File: src/rtl/ch_cfg_pkg.sv
// Shared types and constants for the channel configuration sequencer.
package ch_cfg_pkg;

  localparam int unsigned CLK_FEQ = 50_000_000;
  localparam int unsigned PARAM_W = 16;

  typedef logic [PARAM_W-1:0] param_t;

  localparam logic [1:0] REG_FEQ   = 2'd0;
  localparam logic [1:0] REG_SCL   = 2'd1;
  localparam logic [1:0] REG_DUTY  = 2'd2;
  localparam logic [1:0] REG_DELAY = 2'd3;

  typedef enum logic [2:0] {
    ST_IDLE,
    ST_VALIDATE,
    ST_HOLD,
    ST_DONE,
    ST_ERR
  } state_e;

  typedef struct packed {
    param_t feq;
    param_t scl;
    param_t duty;
    param_t delay;
  } ch_param_t;

endpackage

File: src/rtl/ch_cfg_check.sv
// Combinational legality check for one channel's parameter set.
module ch_cfg_check
  import ch_cfg_pkg::*;
(
  input  param_t feq_i,
  input  param_t scl_i,
  input  param_t duty_i,
  input  param_t delay_i,
  output logic   pass_o
);

  logic [PARAM_W:0] span_c;

  // Delay plus duty must still fit in one period counter.
  assign span_c = {1'b0, delay_i} + {1'b0, duty_i};

  assign pass_o = (feq_i != '0) && (scl_i != '0) && (scl_i >= feq_i) && !span_c[PARAM_W];

endmodule

File: src/rtl/ch_config_sequencer.sv
// Host register front-end: shadow writes, then validate/hold/load/release
// of the masked channels on each commit.
module ch_config_sequencer
  import ch_cfg_pkg::*;
#(
  parameter int unsigned NUM_CH      = 4,
  parameter int unsigned HOLD_CYCLES = 2,
  parameter param_t      DEF_FEQ     = 16'd1000,
  parameter param_t      DEF_SCL     = 16'd10000
) (
  input  logic                        clk,
  input  logic                        rstn,
  input  logic                        wr_valid,
  output logic                        wr_ready,
  input  logic [$clog2(NUM_CH)+1:0]   wr_addr,
  input  logic [15:0]                 wr_data,
  input  logic                        commit_valid,
  output logic                        commit_ready,
  input  logic [NUM_CH-1:0]           commit_mask,
  output logic                        busy,
  output logic                        done,
  output logic                        err,
  output logic [$clog2(NUM_CH)-1:0]   err_ch,
  output logic [16*NUM_CH-1:0]        ch_sub_clk_feq,
  output logic [16*NUM_CH-1:0]        ch_sub_clk_scl,
  output logic [16*NUM_CH-1:0]        ch_duty_cycle,
  output logic [16*NUM_CH-1:0]        ch_delay_set,
  output logic [NUM_CH-1:0]           ch_rstn
);

  localparam int unsigned CH_W      = $clog2(NUM_CH);
  localparam int unsigned HOLD_W    = $clog2(HOLD_CYCLES + 1);
  localparam logic [CH_W-1:0]   LAST_IDX  = CH_W'(NUM_CH - 1);
  localparam logic [HOLD_W-1:0] LAST_HOLD = HOLD_W'(HOLD_CYCLES - 1);
  localparam ch_param_t RST_PARAM = {DEF_FEQ, DEF_SCL, 16'd0, 16'd0};

  state_e              state_q, state_d;
  logic [CH_W-1:0]     idx_q, idx_d;
  logic [HOLD_W-1:0]   hold_q, hold_d;
  logic [NUM_CH-1:0]   mask_q, mask_d;
  logic                fail_q, fail_d;
  logic [CH_W-1:0]     fail_ch_q, fail_ch_d;
  logic [CH_W-1:0]     err_ch_q, err_ch_d;
  logic [NUM_CH-1:0]   ch_rstn_q, rstn_d;
  logic                busy_q, busy_d;
  logic                done_q, done_d;
  logic                err_q, err_d;
  logic                load_c;

  ch_param_t           shadow_q [NUM_CH];
  ch_param_t           active_q [NUM_CH];
  ch_param_t           sel_c;
  logic                pass_c;

  logic                wr_fire_c;
  logic                commit_fire_c;
  logic [CH_W-1:0]     wr_ch_c;
  logic [1:0]          wr_reg_c;

  assign wr_ready      = (state_q == ST_IDLE);
  assign commit_ready  = (state_q == ST_IDLE);
  assign wr_fire_c     = wr_valid & wr_ready;
  assign commit_fire_c = commit_valid & commit_ready;
  assign wr_ch_c       = wr_addr[CH_W+1:2];
  assign wr_reg_c      = wr_addr[1:0];

  assign sel_c = shadow_q[idx_q];

  ch_cfg_check u_check (
    .feq_i   (sel_c.feq),
    .scl_i   (sel_c.scl),
    .duty_i  (sel_c.duty),
    .delay_i (sel_c.delay),
    .pass_o  (pass_c)
  );

  always_ff @(posedge clk or negedge rstn) begin : p_state
    if (!rstn) begin
      state_q <= ST_IDLE;
    end else begin
      state_q <= state_d;
    end
  end

  always_comb begin : p_next
    state_d   = state_q;
    idx_d     = idx_q;
    hold_d    = hold_q;
    mask_d    = mask_q;
    fail_d    = fail_q;
    fail_ch_d = fail_ch_q;
    err_ch_d  = err_ch_q;
    rstn_d    = ch_rstn_q;
    done_d    = 1'b0;
    err_d     = 1'b0;
    load_c    = 1'b0;
    unique case (state_q)
      ST_IDLE: begin
        if (commit_fire_c) begin
          state_d = ST_VALIDATE;
          mask_d  = commit_mask;
          idx_d   = '0;
          fail_d  = 1'b0;
        end
      end
      ST_VALIDATE: begin
        idx_d = idx_q + CH_W'(1);
        // Only the first failure is kept so err_ch reports the lowest channel.
        if (mask_q[idx_q] && !pass_c && !fail_q) begin
          fail_d    = 1'b1;
          fail_ch_d = idx_q;
        end
        if (idx_q == LAST_IDX) begin
          if (fail_d) begin
            state_d  = ST_ERR;
            err_d    = 1'b1;
            err_ch_d = fail_ch_d;
          end else begin
            state_d = ST_HOLD;
            load_c  = 1'b1;
            rstn_d  = ch_rstn_q & ~mask_q;
            hold_d  = '0;
          end
        end
      end
      ST_HOLD: begin
        hold_d = hold_q + HOLD_W'(1);
        if (hold_q == LAST_HOLD) begin
          state_d = ST_DONE;
          done_d  = 1'b1;
          rstn_d  = ch_rstn_q | mask_q;
        end
      end
      ST_DONE, ST_ERR: state_d = ST_IDLE;
      default:         state_d = ST_IDLE;
    endcase
    busy_d = (state_d != ST_IDLE);
  end

  always_ff @(posedge clk or negedge rstn) begin : p_regs
    if (!rstn) begin
      idx_q     <= '0;
      hold_q    <= '0;
      mask_q    <= '0;
      fail_q    <= 1'b0;
      fail_ch_q <= '0;
      err_ch_q  <= '0;
      ch_rstn_q <= '0;
      busy_q    <= 1'b0;
      done_q    <= 1'b0;
      err_q     <= 1'b0;
    end else begin
      idx_q     <= idx_d;
      hold_q    <= hold_d;
      mask_q    <= mask_d;
      fail_q    <= fail_d;
      fail_ch_q <= fail_ch_d;
      err_ch_q  <= err_ch_d;
      ch_rstn_q <= rstn_d;
      busy_q    <= busy_d;
      done_q    <= done_d;
      err_q     <= err_d;
    end
  end

  // Host writes land only while idle; unknown channel indices match nothing.
  always_ff @(posedge clk or negedge rstn) begin : p_shadow
    if (!rstn) begin
      for (int c = 0; c < NUM_CH; c++) shadow_q[c] <= RST_PARAM;
    end else if (wr_fire_c) begin
      for (int c = 0; c < NUM_CH; c++) begin
        if (wr_ch_c == CH_W'(c)) begin
          unique case (wr_reg_c)
            REG_FEQ:   shadow_q[c].feq   <= wr_data;
            REG_SCL:   shadow_q[c].scl   <= wr_data;
            REG_DUTY:  shadow_q[c].duty  <= wr_data;
            REG_DELAY: shadow_q[c].delay <= wr_data;
            default:   shadow_q[c]       <= shadow_q[c];
          endcase
        end
      end
    end
  end

  always_ff @(posedge clk or negedge rstn) begin : p_active
    if (!rstn) begin
      for (int c = 0; c < NUM_CH; c++) active_q[c] <= RST_PARAM;
    end else if (load_c) begin
      for (int c = 0; c < NUM_CH; c++) begin
        if (mask_q[c]) active_q[c] <= shadow_q[c];
      end
    end
  end

  for (genvar c = 0; c < NUM_CH; c++) begin : g_out
    assign ch_sub_clk_feq[16*c +: 16] = active_q[c].feq;
    assign ch_sub_clk_scl[16*c +: 16] = active_q[c].scl;
    assign ch_duty_cycle[16*c +: 16]  = active_q[c].duty;
    assign ch_delay_set[16*c +: 16]   = active_q[c].delay;
  end

  assign busy    = busy_q;
  assign done    = done_q;
  assign err     = err_q;
  assign err_ch  = err_ch_q;
  assign ch_rstn = ch_rstn_q;

endmodule

File: config.mk
export PLATFORM = sky130hd
export DESIGN_NAME = ch_config_sequencer
export DESIGN_NICKNAME = d
export VERILOG_FILES = /design/src/rtl/ch_cfg_pkg.sv /design/src/rtl/ch_cfg_check.sv /design/src/rtl/ch_config_sequencer.sv
export SDC_FILE = /design/constraint.sdc
export NUM_CORES = 1
export LEC_CHECK = 0
export CORE_ASPECT_RATIO = 0.7
export CORE_UTILIZATION = 30
export DETAILED_ROUTE_END_ITERATION = 7
export DONT_BUFFER_PORTS = 1
export PLACE_DENSITY = 0.43
export SLEW_MARGIN = 20
export SYNTH_ARGS = -nofsm -noshare
export SYNTH_HDL_FRONTEND = slang
export SYNTH_SLANG_ARGS = --single-unit
File: constraint.sdc
create_clock -name clk -period 5.5 [get_ports clk]
set_input_delay 0.825 -clock clk [delete_from_list [all_inputs] [get_ports clk]]
set_output_delay 0.825 -clock clk [all_outputs]
set_load 0.01 [all_outputs]
==> summary.txt <==
Status
  – Status: complete, but fails checks
  – Failing checks: hold timing

Clocking
  – CTS sink cnt: ~540
  – H-tree level count: 2
  – Root Buffer: clkbuf_16
  – Clock Latency Late Sink: approximately 0.63 ns
  – Clk slew on worst S/H paths: approximately 0.060 ns
  – CTS tree: done
  – Clk buf depth: 3
  – Cts bufs inserted: 57

Floorplanning
  – FP Rows: between 80 and 90
  – Core Area: 0.0757 mm²
  – Die H: between 200 and 250 µm
  – Chip width: around 330 µm
  – I/O pins: between 200 and 300
  – Die area: just under 0.08 mm²
  – Initial Util: 0.305

Routing
  – DRT iter0 DRCs: just under 500
  – Vias: about 12,000
  – Avg Vias per Cell: between 4 and 5
  – Post-route ant nets: 0
  – Wire per inst: 27.3 µm
  – DRT Pass-1 Iters: 4
  – Remaining DRCs: 0
  – Final WL: between 60,000 and 70,000 µm

STA
  – Fin crit share: 0.855
  – Setup Skew: approximately 0.023 ns
  – Slew Viols, Final: 0
  – Slew headroom: 0.414
  – Worst Tran Pin Value: approximately 0.9 ns
  – RSZ-0062 raised after global routing: false
  – Number of hold violations in the final report: 74
  – Final hold slack: -0.0250 ns
  – Final min period: around 4.7 ns
  – Setup TNS: 0 ns
  – Fmax: around 0.21 GHz
  – Final setup viols: 0

Pwr
  – Comb pwr share: 0.277
  – Clock share of power: 0.270
  – Pwr/cell area: approximately 590 mW/mm²
  – Net Sw Frac: 0.330
  – Pint: ~10 mW
  – Peak VDD IR: 0.257 mV
  – Sequential share of power: 0.453
  – Leakage: 11.9 nW
  – Switch Pwr: around 5.1 mW

Place
  – IO buf count: 0
  – Placer Congestion: about 0.73
  – DP Wirelength: 44,400 µm

Global routing
  – GRT busiest layer: met2
  – First-pass GRT wire length: about 97,000 µm
  – Met2 usage: 0.261
  – Antenna violations before repair: 2
  – Total global routing overflow: 0
  – Met3 Usage GRT: 0.0583
  – Vias in the first global route: between 10,000 and 15,000
  – GR Util met1: 0.238
  – Largest net degree at the start of global routing: 536
  – Total GRT Usage: 0.172

Worst setup path
  – Worst Path Required: ~6.0 ns
  – Worst setup SP type: flop
  – Critical setup path kind: flop to flop
  – R2r setup slk: ~0.8 ns
  – Critical-path maximum fanout: 33
  – Critical Path AT: 5.21 ns
  – Crit. End Element: flop

Yosys
  – Number of enable flip-flop cells after synthesis: 0
  – Post-synth top area share: 0.484
  – Sequential share of the synthesized area: 0.584
  – Synth area leaders: dfrtp_1 48%, mux2_2 20%, dfstp_2 10%, mux2_4 6.4%, mux4_2 5.4%
  – Synth warn: 0
  – Net Count, Synth: 1,470
  – Syn Inst Count: between 1,000 and 1,500
  – Largest area contributor in the netlist: dfrtp_1
  – Async S/R FF share, synth: 1.00
  – Avg Inst Size Synth: about 16 µm²
  – Synthesized area: 0.0231 mm²
  – Yosys reg bits: between 500 and 600
  – Count of different cell masters after synthesis: 42
  – Top FF cell, synth: dfrtp_1

Run
  – Total of max-cap violations: 0

Min path
  – Hold WC Path Type: input pin to asynchronous set/reset pin

Finish
  – Commonest non-fill, non-tap cells in the layout: 445 x dfrtp_1, 416 x mux2_2, 98 x mux2_4
  – Commonest non-fill, non-tap cell in the layout: dfrtp_1
  – Final nets: 1,478
  – Area Overhead vs Synth: 13.5%
  – Layout cell share with drive strength beyond 1: 0.549
[layout make-up]
| class | count | area [µm²] |
|---|---|---|
| Tap cell | 989 | 1240 |
| Fill cell | 7207 | 49500 |
| Antenna cell | 2 | 5.00 |
| Timing Repair Buffer | 34 | 413 |
| Inverter | 25 | 93.8 |
| Multi-Input combinational cell | 764 | 8930 |
| Clock inverter | 27 | 374 |
| Sequential cell | 535 | 13500 |
| Clock buffer | 80 | 1660 |
[flip-flops by register name, indices dropped and copies added (netlist names), named ones only]
signal	count
shadow_q	256
hold_q	2
state_q	3
ch_sub_clk_feq	64
busy	1
idx_q	2
fail_q	1
ch_sub_clk_scl	64
ch_delay_set	64
err_ch	2
mask_q	4
done	1
err	1
fail_ch_q	2
ch_duty_cycle	64
[critical path, stage by stage, from the launching register on]
cell	delay (ns)
dfrtp_4	0.62
buf_4	0.37
mux4_2	0.66
inv_1	0.10
ha_1	0.23
o211ai_1	0.18
a21oi_1	0.07
o41ai_1	0.63
a21oi_1	0.29
o211ai_2	0.51
buf_4	0.26
a211oi_4	0.09
buf_12	0.21
mux2_2	0.31
[metrics by stage]
stage                     cells  setup slack [ns]  power [mW]   util  instance area, µm²
after floorplan            1409              1.27        9.75      -               23100
after global placement     2346             0.706        11.3  0.319               24100
after detailed placement   2346             0.697        11.4  0.319               24100
after CTS                  2453             0.671        15.7  0.346               26200
after global routing       2454             0.466        16.4  0.346               26200
final                      2456             0.796        15.5  0.346               26200
[power by group through the flow]
stage / registers, mW / clock network [mW] / logic [mW]
after global placement: 7.09 / 0 / 4.24
after global routing: 7.23 / 4.50 / 4.71
final: 7.01 / 4.18 / 4.29
after detailed placement: 7.12 / 0 / 4.31
after floorplan: 6.36 / 0 / 3.39
after CTS: 7.05 / 4.33 / 4.34
[Yosys cell counts, types with 4 or more instances]
| cell type | n |
|---|---|
| nor3_1 | 4 |
| mux2_4 | 98 |
| mux4_2 | 55 |
| ha_1 | 33 |
| inv_1 | 25 |
| a21oi_1 | 20 |
| buf_2 | 12 |
| a21o_1 | 5 |
| nand2_1 | 33 |
| nor4_1 | 9 |
| mux4_1 | 8 |
| nor2_1 | 22 |
| nand3_1 | 13 |
| o21ai_0 | 14 |
| dfrtp_1 | 447 |
| buf_6 | 12 |
| clkbuf_1 | 42 |
| dfstp_2 | 88 |
| buf_12 | 13 |
| mux2_2 | 416 |
[kinds of logic after synthesis]
family / share of synthesized area
mux: 0.329
fa+ha+maj: 0.0179
buf+inv: 0.0321
flops: 0.584
compound gates: 0.0161
simple gates: 0.0204
[timing repair]
action | CTS | global route
resized for setup | 0 | 0
endpoints found under the hold margin | 447 | 164
setup buffers | 0 | 0
[path summary, 6_finish.rpt]
check | from | endpoint | depth (start not counted)
hold reg to reg | fail_ch_q[0] | fail_ch_q[0] | 1
setup reg to reg | idx_q[0] | ch_sub_clk_feq[46] | 13
setup / recovery | idx_q[0] | ch_sub_clk_feq[46] | 13
min in group clk | commit_mask[1] | mask_q[1] | 2
max in group asynchronous | rstn | idx_q[1] | 1
hold / removal | rstn | done | 0
[routing by layer]
layer  wire length, µm  vias up  share of wire
met4               988        0          0.015
met3              4910       72          0.073
li1                  -     5171              -
met1             31200     6421           0.47
met2             29900      238           0.45
met5                 0        -              0
(Power assumes the default switching activity.)
